File: config.mk
export PLATFORM = sky130hd
export DESIGN_NAME = id_ex_stage
export DESIGN_NICKNAME = d
export VERILOG_FILES = /design/src/rtl/rv_pipe_pkg.sv /design/src/rtl/id_ex_stage_alu_control.sv /design/src/rtl/id_ex_stage.sv
export SDC_FILE = /design/constraint.sdc
export NUM_CORES = 1
export LEC_CHECK = 0
export ABC_AREA = 1
export ABC_CLOCK_PERIOD_IN_PS = 2200
export BUFFER_PORTS_ARGS = -buffer_cell sky130_fd_sc_hd__buf_4
export CAP_MARGIN = 40
export CORE_AREA = 5 5 300 302
export CTS_BUF_LIST = sky130_fd_sc_hd__clkbuf_8
export DETAILED_ROUTE_END_ITERATION = 16
export DIE_AREA = 0 0 305 307
export SYNTH_ARGS = -nofsm -noshare
export SYNTH_HDL_FRONTEND = slang
export SYNTH_SLANG_ARGS = --single-unit
File: constraint.sdc
create_clock -name clk -period 2.2 [get_ports clk]
set_input_delay 0.44 -clock clk [delete_from_list [all_inputs] [get_ports clk]]
set_output_delay 0.44 -clock clk [all_outputs]
set_load 0.01 [all_outputs]
File: src/rtl/rv_pipe_pkg.sv
// Shared pipeline encodings: ALU operation codes, main-op classes and
// forwarding-source selects used by the ID/EX stage and its ALU control.
package rv_pipe_pkg;

  localparam logic [3:0] ALU_AND = 4'b0000;
  localparam logic [3:0] ALU_OR  = 4'b0001;
  localparam logic [3:0] ALU_ADD = 4'b0010;
  localparam logic [3:0] ALU_SUB = 4'b0110;
  localparam logic [3:0] ALU_NOR = 4'b1100;
  localparam logic [3:0] ALU_SLL = 4'b0111;

  localparam logic [1:0] MAIN_MEM   = 2'b00;
  localparam logic [1:0] MAIN_BR    = 2'b01;
  localparam logic [1:0] MAIN_ARITH = 2'b10;

  localparam logic [1:0] FWD_REG = 2'b00;
  localparam logic [1:0] FWD_WB  = 2'b01;
  localparam logic [1:0] FWD_EXM = 2'b10;

endpackage

File: src/rtl/id_ex_stage_alu_control.sv
// Combinational ALUOp decode from the main-op class and funct fields.
module alu_control
  import rv_pipe_pkg::*;
(
  input  logic [1:0] main_op_i,
  input  logic [2:0] funct3_i,
  input  logic       funct7_5_i,
  input  logic       is_rtype_i,
  output logic [3:0] alu_op_o
);

  always_comb begin
    alu_op_o = ALU_ADD;
    case (main_op_i)
      MAIN_MEM: alu_op_o = ALU_ADD;
      MAIN_BR:  alu_op_o = ALU_SUB;
      MAIN_ARITH: begin
        case (funct3_i)
          // addi shares funct3 000 with add/sub; only R-type honours bit 30
          3'b000:  alu_op_o = (is_rtype_i && funct7_5_i) ? ALU_SUB : ALU_ADD;
          3'b111:  alu_op_o = ALU_AND;
          3'b110:  alu_op_o = ALU_OR;
          3'b001:  alu_op_o = ALU_SLL;
          default: alu_op_o = ALU_ADD;
        endcase
      end
      default:  alu_op_o = ALU_ADD;
    endcase
  end

endmodule

File: src/rtl/id_ex_stage.sv
// ID/EX pipeline register with stall/flush control, operand forwarding
// from EX/MEM and MEM/WB, and ALUOp generation for the downstream ALU.
module id_ex_stage
  import rv_pipe_pkg::*;
#(
  parameter int XLEN = 64,
  parameter int RA_W = 5
) (
  input  logic            clk,
  input  logic            reset,
  input  logic            stall,
  input  logic            flush,
  input  logic            id_valid,
  input  logic [XLEN-1:0] id_pc,
  input  logic [XLEN-1:0] id_rs1_data,
  input  logic [XLEN-1:0] id_rs2_data,
  input  logic [XLEN-1:0] id_imm,
  input  logic [RA_W-1:0] id_rs1,
  input  logic [RA_W-1:0] id_rs2,
  input  logic [RA_W-1:0] id_rd,
  input  logic [2:0]      id_funct3,
  input  logic            id_funct7_5,
  input  logic            id_is_rtype,
  input  logic [1:0]      id_alu_op_main,
  input  logic            id_alu_src,
  input  logic            id_reg_write,
  input  logic            id_mem_read,
  input  logic            id_mem_write,
  input  logic            id_mem_to_reg,
  input  logic            id_branch,
  input  logic            exm_reg_write,
  input  logic [RA_W-1:0] exm_rd,
  input  logic [XLEN-1:0] exm_result,
  input  logic            wb_reg_write,
  input  logic [RA_W-1:0] wb_rd,
  input  logic [XLEN-1:0] wb_data,
  output logic [XLEN-1:0] alu_a,
  output logic [XLEN-1:0] alu_b,
  output logic [3:0]      alu_op,
  output logic [XLEN-1:0] ex_store_data,
  output logic            ex_valid,
  output logic            ex_reg_write,
  output logic            ex_mem_read,
  output logic            ex_mem_write,
  output logic            ex_mem_to_reg,
  output logic            ex_branch,
  output logic [RA_W-1:0] ex_rd,
  output logic [RA_W-1:0] ex_rs1,
  output logic [RA_W-1:0] ex_rs2,
  output logic [XLEN-1:0] ex_pc,
  output logic [XLEN-1:0] ex_imm
);

  typedef struct packed {
    logic            valid;
    logic [XLEN-1:0] pc;
    logic [XLEN-1:0] rs1_data;
    logic [XLEN-1:0] rs2_data;
    logic [XLEN-1:0] imm;
    logic [RA_W-1:0] rs1;
    logic [RA_W-1:0] rs2;
    logic [RA_W-1:0] rd;
    logic [2:0]      funct3;
    logic            funct7_5;
    logic            is_rtype;
    logic [1:0]      alu_op_main;
    logic            alu_src;
    logic            reg_write;
    logic            mem_read;
    logic            mem_write;
    logic            mem_to_reg;
    logic            branch;
  } stage_t;

  stage_t stage_q, stage_d;

  // Flush beats stall: a bubble replaces even a held instruction.
  always_comb begin
    stage_d = stage_q;
    if (flush) begin
      stage_d = '0;
    end else if (!stall) begin
      stage_d.valid       = id_valid;
      stage_d.pc          = id_pc;
      stage_d.rs1_data    = id_rs1_data;
      stage_d.rs2_data    = id_rs2_data;
      stage_d.imm         = id_imm;
      stage_d.rs1         = id_rs1;
      stage_d.rs2         = id_rs2;
      stage_d.rd          = id_rd;
      stage_d.funct3      = id_funct3;
      stage_d.funct7_5    = id_funct7_5;
      stage_d.is_rtype    = id_is_rtype;
      stage_d.alu_op_main = id_alu_op_main;
      stage_d.alu_src     = id_alu_src;
      stage_d.reg_write   = id_reg_write;
      stage_d.mem_read    = id_mem_read;
      stage_d.mem_write   = id_mem_write;
      stage_d.mem_to_reg  = id_mem_to_reg;
      stage_d.branch      = id_branch;
    end
  end

  always_ff @(posedge clk) begin
    if (!reset) stage_q <= '0;
    else        stage_q <= stage_d;
  end

  // x0 is never a forwarding source; EX/MEM is the younger result and wins.
  function automatic logic [1:0] fwd_sel(input logic            rw_exm,
                                         input logic [RA_W-1:0] rd_exm,
                                         input logic            rw_wb,
                                         input logic [RA_W-1:0] rd_wb,
                                         input logic [RA_W-1:0] rs);
    if (rw_exm && (rd_exm != '0) && (rd_exm == rs)) return FWD_EXM;
    if (rw_wb && (rd_wb != '0) && (rd_wb == rs))    return FWD_WB;
    return FWD_REG;
  endfunction

  logic [1:0]      sel_a, sel_b;
  logic [XLEN-1:0] fwd_a, fwd_b;

  assign sel_a = fwd_sel(exm_reg_write, exm_rd, wb_reg_write, wb_rd, stage_q.rs1);
  assign sel_b = fwd_sel(exm_reg_write, exm_rd, wb_reg_write, wb_rd, stage_q.rs2);

  always_comb begin
    fwd_a = stage_q.rs1_data;
    fwd_b = stage_q.rs2_data;
    case (sel_a)
      FWD_EXM: fwd_a = exm_result;
      FWD_WB:  fwd_a = wb_data;
      default: fwd_a = stage_q.rs1_data;
    endcase
    case (sel_b)
      FWD_EXM: fwd_b = exm_result;
      FWD_WB:  fwd_b = wb_data;
      default: fwd_b = stage_q.rs2_data;
    endcase
  end

  assign alu_a         = fwd_a;
  assign alu_b         = stage_q.alu_src ? stage_q.imm : fwd_b;
  assign ex_store_data = fwd_b;

  alu_control u_alu_control (
    .main_op_i  (stage_q.alu_op_main),
    .funct3_i   (stage_q.funct3),
    .funct7_5_i (stage_q.funct7_5),
    .is_rtype_i (stage_q.is_rtype),
    .alu_op_o   (alu_op)
  );

  assign ex_valid      = stage_q.valid;
  assign ex_reg_write  = stage_q.reg_write;
  assign ex_mem_read   = stage_q.mem_read;
  assign ex_mem_write  = stage_q.mem_write;
  assign ex_mem_to_reg = stage_q.mem_to_reg;
  assign ex_branch     = stage_q.branch;
  assign ex_rd         = stage_q.rd;
  assign ex_rs1        = stage_q.rs1;
  assign ex_rs2        = stage_q.rs2;
  assign ex_pc         = stage_q.pc;
  assign ex_imm        = stage_q.imm;

endmodule

## Yosys cells after proc, flatten, opt, wreduce, memory -nomap -nowiden

Index checks and enable logic that the tools add are counted.

| storage, ports and cells | value |
|---|---|
| register bits | 285 |
| input port bits | 429 |
| output and inout port bits | 345 |
| logic and storage cells | 63 |

| operators by class | value |
|---|---|
| equal/unequal tests | 13 |
| multiplexer cells | 20 |
| bitwise operators | 1 |
| reduce and logical (&&, ||, !) cells | 11 |

Operators by type and width:

| kind | count |
|---|---|
| case mux 64 bit (2 select lines) | 2 |
| two-way mux 64 bit | 1 |
| == test 5 bit | 4 |
| two-way mux 2 bit | 8 |
| case mux 4 bit (4 select lines) | 1 |
| nonzero test 5 bit | 2 |
| case mux 4 bit (2 select lines) | 1 |
| logical AND 1 bit | 7 |
| == test 2 x 1 -> 1 bit, second input constant | 3 |
| == test 2 bit, second input constant | 3 |
| == test 3 bit, second input constant | 2 |
| two-way mux 1 bit | 6 |
| == test 3 x 1 -> 1 bit, second input constant | 1 |
| logical NOT 3 bit | 1 |
| two-way mux 3 bit | 1 |
| OR reduction 2 bit | 1 |
| NOT 1 bit | 1 |

## Depth between registers and ports, before layout

Gate-level depths: netlist (run 1).

| depth | value |
|---|---|
| depth in word-level cells | 10 |
| mapped depth | 12 |
| mapped depth without buffers | 10 |

## Cells and area by module

Synthesis (run 1) repeated with hierarchy kept, for this count alone.

| second synthesis, totals | value |
|---|---|
| cell total of the unflattened synthesis | 2247 |
| area, all modules | 15148.3 um^2 |

By module, submodules not included:

| module | times used | cells each | area an instance (um^2) | seq. area each (um^2) |
|---|---|---|---|---|
| id_ex_stage | 1 | 2228 | 15044.4 | 5705.5 |
| alu_control | 1 | 19 | 103.8 | 0.0 |

## Least setup slack after synthesis (run 1)

No wires, ideal clock.

| timing | value |
|---|---|
| kind | in2out |
| start point | in exm_rd[0] |
| end point | out alu_b[10] |
| arrival | 1.579 ns |
| data required time | 1.760 ns |
| setup slack | 0.181 ns |
| cell stages on the path | 8 |
| path buffers | 1 |
| cell sequence | xnor2_1 nand2_1 nor3_4 buf_6 nand3_1 nand3_2 nand2_1 nand2_1 |

| on the way | value |
|---|---|
| cells in the longest elaborated chain, start to end | 8 |
| elaborated cells on any way between the ends | 10 |
| those cells by class | eq/ne (3); mux (4); reduce/logical (3) |

RTL lines:

| item | line | source |
|---|---|---|
| from (decl) | id_ex_stage.sv:32 | `input logic [RA_W-1:0] exm_rd,` |
| nonzero test 5 bit | id_ex_stage.sv:115 | `if (rw_exm && (rd_exm != '0) && (rd_exm == rs)) return FWD_EXM;` |
| logical AND 1 bit | id_ex_stage.sv:115 |  |
| logical AND 1 bit * | id_ex_stage.sv:115 |  |
| two-way mux 1 bit * | id_ex_stage.sv:115 |  |
| two-way mux 2 bit * | id_ex_stage.sv:116 | `if (rw_wb && (rd_wb != '0) && (rd_wb == rs)) return FWD_WB;` |
| == test 2 x 1 -> 1 bit or == test 2 bit (tied branches) | id_ex_stage.sv:134 | `case (sel_b)` |
| case mux 64 bit (2 select lines) * | id_ex_stage.sv:134 |  |
| net ex_store_data[10] | id_ex_stage.sv:40 | `output logic [XLEN-1:0] ex_store_data,` |
| two-way mux 64 bit * | id_ex_stage.sv:142 | `assign alu_b = stage_q.alu_src ? stage_q.imm : fwd_b;` |
| to (decl) | id_ex_stage.sv:38 | `output logic [XLEN-1:0] alu_b,` |

Mark *: on every way through the listed nets, which the timed path passes. The rest lies on a longest branch.

## Worst setup path after layout (run 1)

| timing | value |
|---|---|
| start point | reg stage_q (netlist bit ex_rs2[1]) |
| end point | out alu_b[54] |

| on the way | value |
|---|---|
| cells in the longest elaborated chain, start to end | 9 |
| elaborated cells on any way between the ends | 14 |
| those cells by class | eq/ne (4); mux (8); reduce/logical (2) |

RTL lines:

| item | line | source |
|---|---|---|
| from (decl) | id_ex_stage.sv:75 | `stage_t stage_q, stage_d;` |
| from (signal assigned) | id_ex_stage.sv:106 | `else stage_q <= stage_d;` |
| == test 5 bit | id_ex_stage.sv:116 |  |
| logical AND 1 bit | id_ex_stage.sv:116 |  |
| two-way mux 1 bit (2 in series) | id_ex_stage.sv:116 |  |
| two-way mux 2 bit | id_ex_stage.sv:117 | `return FWD_REG;` |
| two-way mux 2 bit * | id_ex_stage.sv:116 |  |
| == test 2 x 1 -> 1 bit or == test 2 bit (tied branches) | id_ex_stage.sv:134 |  |
| case mux 64 bit (2 select lines) * | id_ex_stage.sv:134 |  |
| two-way mux 64 bit * | id_ex_stage.sv:142 |  |

Every way passes the cells marked *; elsewhere a longest branch is shown, timed or not. The select of a mux whose other input is x is not followed.

==> impl_metrics.ini, run 1 <==
[drt]
drt_iter0_drc = 1448
antenna_left = 0
routedWlPerCell_um = 20.4
drc = 0
viasPerCell = 4.39
vias = 19300
wirelength_um = 90000
first_pass_iters = 8

[pwr]
power_density_mw_per_mm2 = 510
intPower_mw = 10.1
clkPwrFrac = 0.393
power.switching_mw = 4.19
leakagePower_nw = 12.9
power_frac_seq = 0.383
ir_drop_v = 0.000355
power.share.switching = 0.294
combPwrFrac = 0.224
power_mw = 14.3

[logic_synthesis]
synth_nets = 2685
netlist_instances = 2253
synthAdderAreaFrac = 0.00249
yosysSeqAreaShare = 0.378
synth.avg_cell_area_um2 = 6.70
synth_warnings = 0
synthSimpleGateAreaFrac = 0.385
synth.ff_latch_count = 285
synth_cell_types = 26
synth_top_family_by_area = simple AND/OR/NAND/NOR gates
syn_area_mm2 = 0.0151
synth_xor_area_frac = 0.00928
synth_compound_area_frac = 0.0968
muxShareOfSynthArea = 0

[sta]
fin_hold_ws_ns = 0.0686
setup_viol = 194
tns_ns = -121.25
finalCriticalPeriod_ns = 2.96
rsz0062_at_grt = yes
fin_crit_sh = 1.34
fin_worst_skew_ns = 0
fmax_mhz = 338
worst_pin_slew_ns = 0.595
worst_slack_ns = -0.759
max_slew_margin = 0.603
slew_violations = 0
hold_viol_final = 0

[floorplanning]
die_h_um = 307
pin_count = 774
start_util = 0.173
coreArea_mm2 = 0.0874
chipWidth_um = 305
dieArea_mm2 = 0.0936
rows = 109

[final_layout]
regMostFlops = stage_q
final_cell_mix = nand2_1, buf_4, a21oi_1, dfxtp_1, dlygate4sd3_1
final_common_cell = nand2_1
area_growth_pct = 85.2
post-route-util = 0.320
largest_reg_flops = 136
drive_gt1_frac = 0.402
nNetsFinal = 3626
num-fill-cells = 9215

[cts]
clock-sinks = 285
clockBufferDepth = 3
insertion_delay_ns = 0.65
path_clk_slew_ns = 0.06
cts_max_level = 2
cts_buffers = 55
clockRootBuffer = clkbuf_8
cts_tree = done

[worst_hold_path]
min-delay-start = id_rs2_data[19]
hold_path.class = input port to flip-flop
whs_path_depth = 3
whs_endpoint = stage_q[111]

[critical_path]
worstPathArrival_ns = 2.52
regToRegEndpoint = ex_rs2[0]
path_max_fanout = 7
critPathKind = flip-flop to output pin
crit_slowest_cell = dfxtp_4
crit_chain = inv_4 > nand2_2 > nand2_2 > nand2_4 > nor2_4 > nand3_4 > buf_12 > buf_16 > buf_12 > nand3_2 > nand3_2 > nand2_1 > nand2_1 > buf_6
required_ns = 1.76
cpPeakStageDelay_ns = 0.37
worst-r2r-setup-slack_ns = 1.18
reg2regPathDepth = 4
start_kind = flip-flop
end_kind = output pin
timing.rr.start = ex_rs2[0]

[global_routing]
grt_pass1_wl_um = 125000
antenna_found_initial = 6
grt_usage = 0.174
gr-total-overflow = 0
grt_max_degree = 102
grt_pass1_vias = 19200

[run_status]
failed_checks = setup timing
status = finished, violations left

[place]
place_ws_ns = -0.408
port-buffer-count = 772
place_hpwl_um = 60600
place_congestion = 0.947

[run]
maxCapViolCount = 0
[layer usage]
layer	part of all wire	vias up	wire length (um)	GRT usage
met4	0.047	4	4250	0.0647
met1	0.40	9089	36000	0.217
met2	0.48	945	43100	0.297
met5	0.00026	-	23	0
li1	-	9095	-	-
met3	0.074	206	6650	0.0388
[final cells by class]
class | count | area (um2) | share of cell area
multi-input combinational | 1630 | 8560 | 0.306
sequential | 285 | 5740 | 0.205
clock buffer | 73 | 1000 | 0.0359
antenna | 3 | 7.51 | 0.000269
clock inverter | 27 | 146 | 0.00524
inverter | 22 | 116 | 0.00416
tap | 1165 | 1460 | 0.0521
timing repair buffer | 1200 | 10900 | 0.391
[synthesized netlist by cell type (all sizes together)]
cell / n / share of area
nand3b: 2 / 0.00099
ha: 3 / 0.0025
a211oi: 8 / 0.0040
clkbuf: 81 / 0.020
xnor2: 8 / 0.0046
dfxtp: 285 / 0.38
a21oi: 279 / 0.092
conb: 1 / 0.00025
buf: 235 / 0.10
nor3: 2 / 0.0014
nand2: 902 / 0.22
nor4: 1 / 0.00041
nor2b: 1 / 0.00041
nand3: 390 / 0.15
o21ai: 1 / 0.00033
inv: 22 / 0.0055
nor2: 24 / 0.0065
xor2: 8 / 0.0046
[logic make-up (layout without fill, tap and decap cells)]
| family | after synthesis | count (layout) |
|---|---|---|
| AO/OA/AOI/OAI | 288 | 288 |
| XOR/XNOR | 16 | 16 |
| adder cells (fa/ha/maj) | 3 | 3 |
| buffers and inverters | 338 | 1322 |
| flip-flops | 285 | 285 |
| other | 1 | 4 |
| AND/OR/NAND/NOR | 1322 | 1322 |
[stage by stage]
stage | std cells | area, um2
final | 4405 | 28000
after global routing | 4404 | 27900
after CTS | 4383 | 26700
after detailed placement | 4009 | 22000
after global placement | 4009 | 22000
after floorplan | 2253 | 15100
[how the worst max path moves through the flow]
stage | startpoint | to | slack, ns
final | ex_rs2[1] | alu_b[54] | -0.76
after global routing | ex_rs2[1] | alu_b[48] | -0.88
after CTS | ex_rs2[0] | alu_b[61] | -0.83
after detailed placement | exm_rd[2] | alu_b[0] | -0.41
after global placement | exm_rd[2] | alu_b[48] | -0.42
after floorplan | exm_rd[0] | alu_b[10] | 0.18
[power groups by stage]
stage	registers [mW]	logic [mW]	clock network (mW)
after detailed placement	5.56	2.49	0
after global routing	5.47	3.40	6.02
after CTS	5.45	3.06	5.77
final	5.46	3.20	5.60
after floorplan	5.52	1.02	0
after global placement	5.56	2.48	0
[worst max-delay path: cells and delay by family, from the launching register on]
kind | cells | cell delay [ns]
AND/OR/NAND/NOR | 9 | 0.79
buffers and inverters | 5 | 0.70
flip-flops | 1 | 0.37
[what timing repair did]
item / 4_1_cts / 5_1_grt
hold buffers: 248 / 0
buffers inserted: 15 / 14
setup endpoints to repair: 195 / 195
hold endpoints to repair: 248 / 0
cloned: 11 / 6
pin swaps: 14 / 56
gates resized for setup: 139 / 220
(Power assumes the default switching activity.)
==> run 2: changes to the inputs <==
--- a/config.mk
+++ b/config.mk
@@ -7,12 +7,15 @@
 export LEC_CHECK = 0
 export ABC_AREA = 1
 export ABC_CLOCK_PERIOD_IN_PS = 2200
-export BUFFER_PORTS_ARGS = -buffer_cell sky130_fd_sc_hd__buf_4
+export BUFFER_PORTS_ARGS = -buffer_cell sky130_fd_sc_hd__buf_2
 export CAP_MARGIN = 40
-export CORE_AREA = 5 5 300 302
+export CELL_PAD_IN_SITES_DETAIL_PLACEMENT = 1
+export CELL_PAD_IN_SITES_GLOBAL_PLACEMENT = 1
+export CORE_AREA = 5 5 294 296
 export CTS_BUF_LIST = sky130_fd_sc_hd__clkbuf_8
 export DETAILED_ROUTE_END_ITERATION = 16
-export DIE_AREA = 0 0 305 307
+export DIE_AREA = 0 0 299 301
+export PLACE_DENSITY_LB_ADDON = 0.1
 export SYNTH_ARGS = -nofsm -noshare
 export SYNTH_HDL_FRONTEND = slang
 export SYNTH_SLANG_ARGS = --single-unit
==> run 2 against run 1 <==
Against the previous run: via count is 0.48% higher; register-to-register slack got worse by 0.70 ns; largest cell class unchanged; sequential power about the same; the run still ends with setup timing left; count of clock-buffer cells in the layout grew 7; maximum frequency shrank 1.3%; flip-flop and latch count unchanged; clock skew unchanged; global-route usage grew 3.2 points.
==> impl_metrics.ini, run 2 (synthesized netlist as in run 1, its figures left out) <==
[critical_path]
path_max_fanout = 11
start_kind = flip-flop
worstPathArrival_ns = 2.56
critPathKind = flip-flop to output pin
end_kind = output pin
required_ns = 1.76

[sta]
hold_viol_final = 0
fin_crit_sh = 1.36
fin_worst_skew_ns = 0
fmax_mhz = 334
setup_viol = 194
finalCriticalPeriod_ns = 3.00
worst_pin_slew_ns = 0.572
max_slew_margin = 0.619
fin_hold_ws_ns = 0.0855
rsz0062_at_grt = yes
worst_slack_ns = -0.798
slew_violations = 0

[run_status]
status = finished, violations left
failed_checks = setup timing

[final_layout]
largest_reg_flops = 136
nNetsFinal = 3668
area_growth_pct = 85.9
final_common_cell = nand2_1
final_area_mm2 = 0.0281
regMostFlops = stage_q
final_cell_mix = nand2_1, buf_2, dlygate4sd3_1, a21oi_1, dfxtp_1
drive_gt1_frac = 0.430

[floorplanning]
pin_count = 774
coreArea_mm2 = 0.0833
rows = 106
start_util = 0.181
die_h_um = 301
dieArea_mm2 = 0.0900
chipWidth_um = 299

[pwr]
power_density_mw_per_mm2 = 529
power.switching_mw = 4.49
leakagePower_nw = 13.1
combPwrFrac = 0.208
power.share.switching = 0.302
intPower_mw = 10.4
clkPwrFrac = 0.424
power_frac_seq = 0.368
power_mw = 14.9
ir_drop_v = 0.000451

[drt]
routedWlPerCell_um = 23.3
drt_iter0_drc = 903
vias = 19400
viasPerCell = 4.44
antenna_left = 0
wirelength_um = 102000
first_pass_iters = 5
drc = 0

[cts]
cts_max_level = 2
cts_tree = done
cts_buffers = 61
clock-sinks = 285
clockBufferDepth = 3
path_clk_slew_ns = 0.06
clockRootBuffer = clkbuf_8
insertion_delay_ns = 0.67

[worst_hold_path]
hold_path.class = input port to flip-flop

[global_routing]
grt_pass1_wl_um = 141000
antenna_found_initial = 16
grt_max_degree = 99
gr-total-overflow = 0
grt_pass1_vias = 21100
grt_usage = 0.207

[run]
maxCapViolCount = 0

[place]
port-buffer-count = 772
place_congestion = 0.833
place_hpwl_um = 67700
place_area_mm2 = 0.0198
place_ws_ns = -0.400
run 2: metrics by stage:
| step | setup TNS, ns | cells | utilization |
|---|---|---|---|
| after detailed placement | -48.33 | 3896 | 0.238 |
| after floorplan | 0 | 2253 | - |
| final | -130.32 | 4375 | 0.337 |
| after global placement | -49.53 | 3896 | 0.238 |
| after global routing | -162.01 | 4373 | 0.337 |
| after CTS | -148.47 | 4328 | 0.315 |
run 2: layout make-up:
| class | instances | area [um2] |
|---|---|---|
| Sequential cell | 285 | 5730 |
| Tap cell | 1080 | 1350 |
| Clock buffer | 80 | 1100 |
| Inverter | 22 | 139 |
| Timing Repair Buffer | 1236 | 10200 |
| Clock inverter | 27 | 200 |
| Multi-Input combinational cell | 1630 | 9300 |
| Antenna cell | 15 | 37.5 |
| Fill cell | 10100 | 55200 |
run 2: power groups by stage:
stage / registers (mW) / clock network (mW) / logic, mW
2_1_floorplan: 5.52 / 0 / 1.02
3_3_place_gp: 5.55 / 0 / 2.18
3_5_place_dp: 5.55 / 0 / 2.19
4_1_cts: 5.45 / 6.62 / 2.90
5_1_grt: 5.48 / 6.82 / 3.32
6_report: 5.46 / 6.30 / 3.10
run 2: path summary, 6_finish.rpt:
path                       start           to  slack, ns  cells past startpoint
hold reg to reg        ex_pc[40]    ex_pc[40]       0.46                      2
setup reg to reg      stage_q[5]   stage_q[5]       0.48                      4
hold / removal    id_rs2_data[7]  stage_q[99]       0.09                      3
setup / recovery       ex_rs2[2]    alu_b[11]      -0.80                     11
run 2: timing repair:
action | 4_1_cts | 5_1_grt
hold endpoints to repair | 279 | 0
gates cloned | 21 | 14
buffers inserted | 22 | 22
hold buffers | 283 | 0
pin swaps | 37 | 76
setup endpoints to repair | 195 | 195
gates resized for setup | 327 | 296
run 2: metal layers:
layer  GRT usage  share of wire  routed length, um
met5           0        0.00027                 27
met4      0.0710          0.032               3290
met3      0.0444          0.052               5290
met2       0.379           0.52              52700
met1       0.238           0.40              40400
run 2: critical path, cell delays in order (launching register included):
cell and delay [ns]:
dfxtp_2 0.33, buf_6 0.12, xor2_2 0.17, nor2_4 0.20, nand3_4 0.16, buf_12 0.20, buf_4 0.17, nand3_1 0.13
nand3_2 0.11, nand2_1 0.07, nand2_1 0.06, buf_2 0.14
